## src/rtl/p2s_pkg.sv

```systemverilog
// p2s_pkg: shared state encoding and sizing helpers for the p2s_stream serialiser.
// Build with P2S_PARITY_EN defined to append an even-parity bit to every word.
package p2s_pkg;
    typedef enum logic {IDLE = 1'b0, SHIFT = 1'b1} state_t;
`ifdef P2S_PARITY_EN
    localparam int PARITY_BITS = 1;
`else
    localparam int PARITY_BITS = 0;
`endif
    function automatic int cnt_width(int width, int parity);
        return $clog2(width + parity);
    endfunction
endpackage

```

## src/rtl/p2s_bit_counter.sv

```systemverilog
// p2s_bit_counter: beat counter with sync clear/enable and terminal count at NBITS-1.
module p2s_bit_counter #(
    parameter int NBITS = 4,
    parameter int CW    = 2
) (
    input  logic          clk_sig,
    input  logic          reset_sig,
    input  logic          clr,
    input  logic          en,
    output logic [CW-1:0] cnt,
    output logic          tc
);
    assign tc = (cnt == CW'(NBITS - 1));

    // Wrap to zero on the terminal beat so an idle counter always reads 0.
    always_ff @(posedge clk_sig or negedge reset_sig) begin
        if (!reset_sig)
            cnt <= '0;
        else if (clr || (en && tc))
            cnt <= '0;
        else if (en)
            cnt <= cnt + CW'(1);
    end
endmodule

```

## src/rtl/p2s_stream.sv

```systemverilog
// p2s_stream: valid/ready parallel-to-serial converter with selectable bit order.
// Optional even-parity bit per word when P2S_PARITY_EN is defined.
module p2s_stream
    import p2s_pkg::*;
#(
    parameter int WIDTH     = 2,
    parameter bit MSB_FIRST = 1
) (
    input  logic             clk_sig,
    input  logic             reset_sig,
    input  logic [WIDTH-1:0] parallel_sig,
    input  logic             in_valid,
    output logic             in_ready,
    output logic             serial_sig,
    output logic             serial_valid,
    input  logic             serial_ready,
    output logic             serial_last
);
    localparam int NBITS = WIDTH + PARITY_BITS;
    localparam int CW    = cnt_width(WIDTH, PARITY_BITS);

    if (WIDTH < 2) begin : g_width_chk
        $error("p2s_stream: WIDTH must be >= 2");
    end

    state_t           state, state_nxt;
    logic [NBITS-1:0] sreg, load_val;
    logic [WIDTH-1:0] ordered;
    logic [CW-1:0]    bit_cnt;
    logic             tc, word_acc, bit_acc, last_q;

    assign bit_acc      = serial_valid && serial_ready;
    assign in_ready     = (state == IDLE) || (bit_acc && tc);
    assign word_acc     = in_valid && in_ready;
    assign serial_sig   = sreg[NBITS-1];
    assign serial_valid = (state == SHIFT);
    assign serial_last  = last_q;

    // The first bit out is always the shift-register MSB, so LSB-first words are reversed on load.
    always_comb begin
        ordered = parallel_sig;
        if (!MSB_FIRST)
            for (int i = 0; i < WIDTH; i++)
                ordered[i] = parallel_sig[WIDTH-1-i];
    end

`ifdef P2S_PARITY_EN
    assign load_val = {ordered, ^parallel_sig};
`else
    assign load_val = ordered;
`endif

    always_comb begin
        state_nxt = state;
        if (word_acc)
            state_nxt = SHIFT;
        else if (bit_acc && tc)
            state_nxt = IDLE;
    end

    always_ff @(posedge clk_sig or negedge reset_sig) begin
        if (!reset_sig)
            state <= IDLE;
        else
            state <= state_nxt;
    end

    // Zeros shift in behind the word, so the register is empty again once idle.
    always_ff @(posedge clk_sig or negedge reset_sig) begin
        if (!reset_sig) begin
            sreg   <= '0;
            last_q <= 1'b0;
        end else if (word_acc) begin
            sreg   <= load_val;
            last_q <= 1'b0;
        end else if (bit_acc) begin
            sreg   <= {sreg[NBITS-2:0], 1'b0};
            last_q <= (bit_cnt == CW'(NBITS - 2));
        end
    end

    p2s_bit_counter #(.NBITS(NBITS), .CW(CW)) u_cnt (
        .clk_sig  (clk_sig),
        .reset_sig(reset_sig),
        .clr      (word_acc),
        .en       (bit_acc),
        .cnt      (bit_cnt),
        .tc       (tc)
    );
endmodule

```

## config.mk

```make
export PLATFORM = sky130hd
export DESIGN_NAME = p2s_stream
export DESIGN_NICKNAME = d
export VERILOG_FILES = /design/src/rtl/p2s_pkg.sv /design/src/rtl/p2s_bit_counter.sv /design/src/rtl/p2s_stream.sv
export SDC_FILE = /design/constraint.sdc
export NUM_CORES = 1
export LEC_CHECK = 0
export BUFFER_PORTS_ARGS = -buffer_cell sky130_fd_sc_hd__buf_2
export CAP_MARGIN = 20
export CORE_AREA = 2 2 39 41
export CTS_CLUSTER_SIZE = 14
export DETAILED_ROUTE_END_ITERATION = 10
export DIE_AREA = 0 0 41 43
export PLACE_DENSITY_LB_ADDON = 0.08
export RECOVER_POWER = 100
export SKIP_LAST_GASP = 1
export SYNTH_ARGS = -nofsm -noshare
export SYNTH_HDL_FRONTEND = slang
export SYNTH_SLANG_ARGS = --single-unit
```

## constraint.sdc

```tcl
create_clock -name clk_sig -period 1.5 [get_ports clk_sig]
set_input_delay 0 -clock clk_sig [delete_from_list [all_inputs] [get_ports clk_sig]]
set_output_delay 0 -clock clk_sig [all_outputs]
set_load 0.01 [all_outputs]
```

==> impl_metrics.csv <==
group,metric,value,unit
setup_path,reg2reg_to,"sreg[1]",
floorplan,dieWidth,41,um
synth,synth_top_cells_by_area,"dfrtp_1 (52%), mux2_4 (12%), a21bo_2 (4.1%)",
grt,grt_max_degree,8,
placement,port_buffers,9,
timing,setup_viol,0,
route,post_drt_via_cell_ratio,3.865,
power,p_leak,0.1650,nW
placement,dp_hpwl,408.9,um
synth,synth_top_cell_area_share,51.55,%
grt,antenna_found_initial,0,
setup_path,required,1620,ps
clock_tree,clock_latency,240,ps
setup_path,ff2ff_path_depth,3,
floorplan,die_h,43,um
timing,skew,4.753,ps
grt,gr-total-overflow,0,
clock_tree,clock_path_buffers,2,
setup_path,critical_path_arrival,1370,ps
floorplan,start_util,17.54,%
finish,areaGrowthSynthToFinish,41.75,%
synth,yosysTopAreaCell,"dfrtp_1",
setup_path,critical-path-max-stage-delay,450,ps
power,power,0.0005763,W
timing,finalSetupTns,0,ps
placement,place_congestion,0.6714,
setup_path,worstSetupStartpointType,"register",
timing,holdWs,7.950,ps
setup_path,r2r_slack,250,ps
setup_path,r2r_start,"serial_valid",
synth,syn_area,242.7,um2
finish,final_common_cell,"clkbuf_1",
finish,n_antenna_cell,0,
finish,drive_gt1_share,27.78,%
route,drc,0,
route,num_vias,201,
finish,final_cell_mix,"clkbuf_1 (6), dfrtp_1 (5), buf_2 (4)",
setup_path,path_cells,"a21bo_2, nand2_1, mux2_1",
setup_path,worstSetupPathType,"register to register",
setup_path,cp_max_fo,7,
finish,fin_cells,52,
timing,fin_crit,1248,ps
power,power_density,1675,nW/um2
setup_path,end_kind,"register",
synth,synth.ff_latch_count,5,
clock_tree,clk_transition_reported_paths,50,ps
grt,grt_pass1_wl,841,um
finish,register_area,125.1,um2
synth,postSynthCellCount,21,
timing,fin_crit_sh,83.19,%
synth,synth_seq_area_share,51.55,%
run,cap_violations,0,
route,dr.first_iter.drc_count,0,
floorplan,rows,14,
hold_path,min-delay-start,"in_valid",
synth,yosys_warnings,0,
timing,hold_viol_final,0,
route,ant_nets,0,
clock_tree,cts_tree,"done",
clock_tree,htreeDepth,1,
route,dr.pass1.iters,1,
synth,yosysUniqueCellTypes,13,
finish,multi_input_area,106.4,um2
placement,place_inst,46,
hold_path,worstHoldEndpoint,"serial_valid",
grt,grt_usage,7.762,%
floorplan,top_level_ports,10,
power,ir_worst_vdd,0.4849,mV
hold_path,min_path_cells,3,
finish,fillers,156,
timing,rsz0062_at_grt,"no",
timing,tightest_slew,303.0,ps
outcome,status,"finished clean",
floorplan,die_area,1763,um2
clock_tree,numCtsBuffers,3,
synth,syn_area_per_cell,11.56,um2
timing,fmax,801.4,MHz
floorplan,core,1384,um2
clock_tree,ctsRootBufferMaster,"clkbuf_4",
synth,synth_nets,27,
timing,slew_headroom,79.80,%
finish,nNetsFinal,43,
route,drt-total-wl,493,um
clock_tree,cts.sinks,5,
hold_path,hold_path.class,"primary input to register",
route,wl_per_cell,9.481,um
setup_path,cp_slowest_cell,"dfrtp_1",
grt,grt_pass1_vias,214,
timing,slew_violations,0,
[registers in the layout, summed over array words and instances, names as in the netlist]
name and count:
serial_valid 1, serial_last 1, sreg 2, u_cnt.cnt 1
[cells by family (layout without fill, tap and decap cells)]
group / count (synthesis) / in the layout / synth area share, %
compound gates: 5 / 5 / 15.47
xor+xnor: 1 / 1 / 3.609
buf+inv: 2 / 17 / 3.094
flops: 5 / 5 / 51.55
mux: 3 / 3 / 16.50
simple gates: 5 / 5 / 9.797
[worst max-delay path, delay by kind of cell, from the launching register on]
family	cells	cell delay [ps]
AOI/OAI and AO/OA	1	280
muxes	1	310
and+or+nand+nor	1	90
DFF	1	450
[synth_stat cells, drive strengths merged]
master,n
dfrtp,5
nand2,3
a21oi,2
inv,2
mux2,2
a21bo,1
a22o,1
a31o,1
and3,1
mux2i,1
nor2,1
xnor2,1
[area by class of cell]
class / count / share of cell area [%]
Timing Repair Buffer: 11 / 17.09
Clock buffer: 4 / 7.636
Tap cell: 16 / 5.818
Inverter: 2 / 2.182
Multi-Input combinational cell: 14 / 30.91
Sequential cell: 5 / 36.36
[metal layers]
| layer | global-route usage [%] | wire length [um] |
|---|---|---|
| met5 | 0 | 0 |
| met4 | 6.000 | 0 |
| met3 | 5.236 | 45 |
| met2 | 10.00 | 243 |
| met1 | 8.469 | 204 |
[what timing repair did]
action | in CTS | in global routing
setup buffers | 0 | 0
resized for setup | 0 | 0
hold buffers | 2 | 0
endpoints found under the hold margin | 6 | 0
[worst max path at each step]
| stage | startpoint | endpoint | slack, ps |
|---|---|---|---|
| 4_1_cts | serial_valid | sreg[1] | 260 |
| 3_3_place_gp | serial_valid | sreg[1] | 250 |
| 6_report | serial_valid | sreg[1] | 250 |
| 5_1_grt | serial_valid | sreg[1] | 200 |
| 2_1_floorplan | serial_valid | sreg[1] | 240 |
| 3_5_place_dp | serial_valid | sreg[1] | 270 |
[report_power, final]
part	switching [W]	leakage (nW)	internal, W
combinational	0.0000867	0.0903	0.000102
clock	0.0000531	0.0150	0.000100
sequential	0.0000465	0.0598	0.000187
[stage by stage]
step	cell area [um2]	utilization, %	setup WS (ps)
floorplan	242.7	-	244.8
global placement	307.8	22.24	254.5
detailed placement	307.8	22.24	266.1
CTS	354.1	25.59	261.7
global route	344.1	24.86	202.3
finish	344.1	24.86	252.1
(Power assumes the default switching activity.)
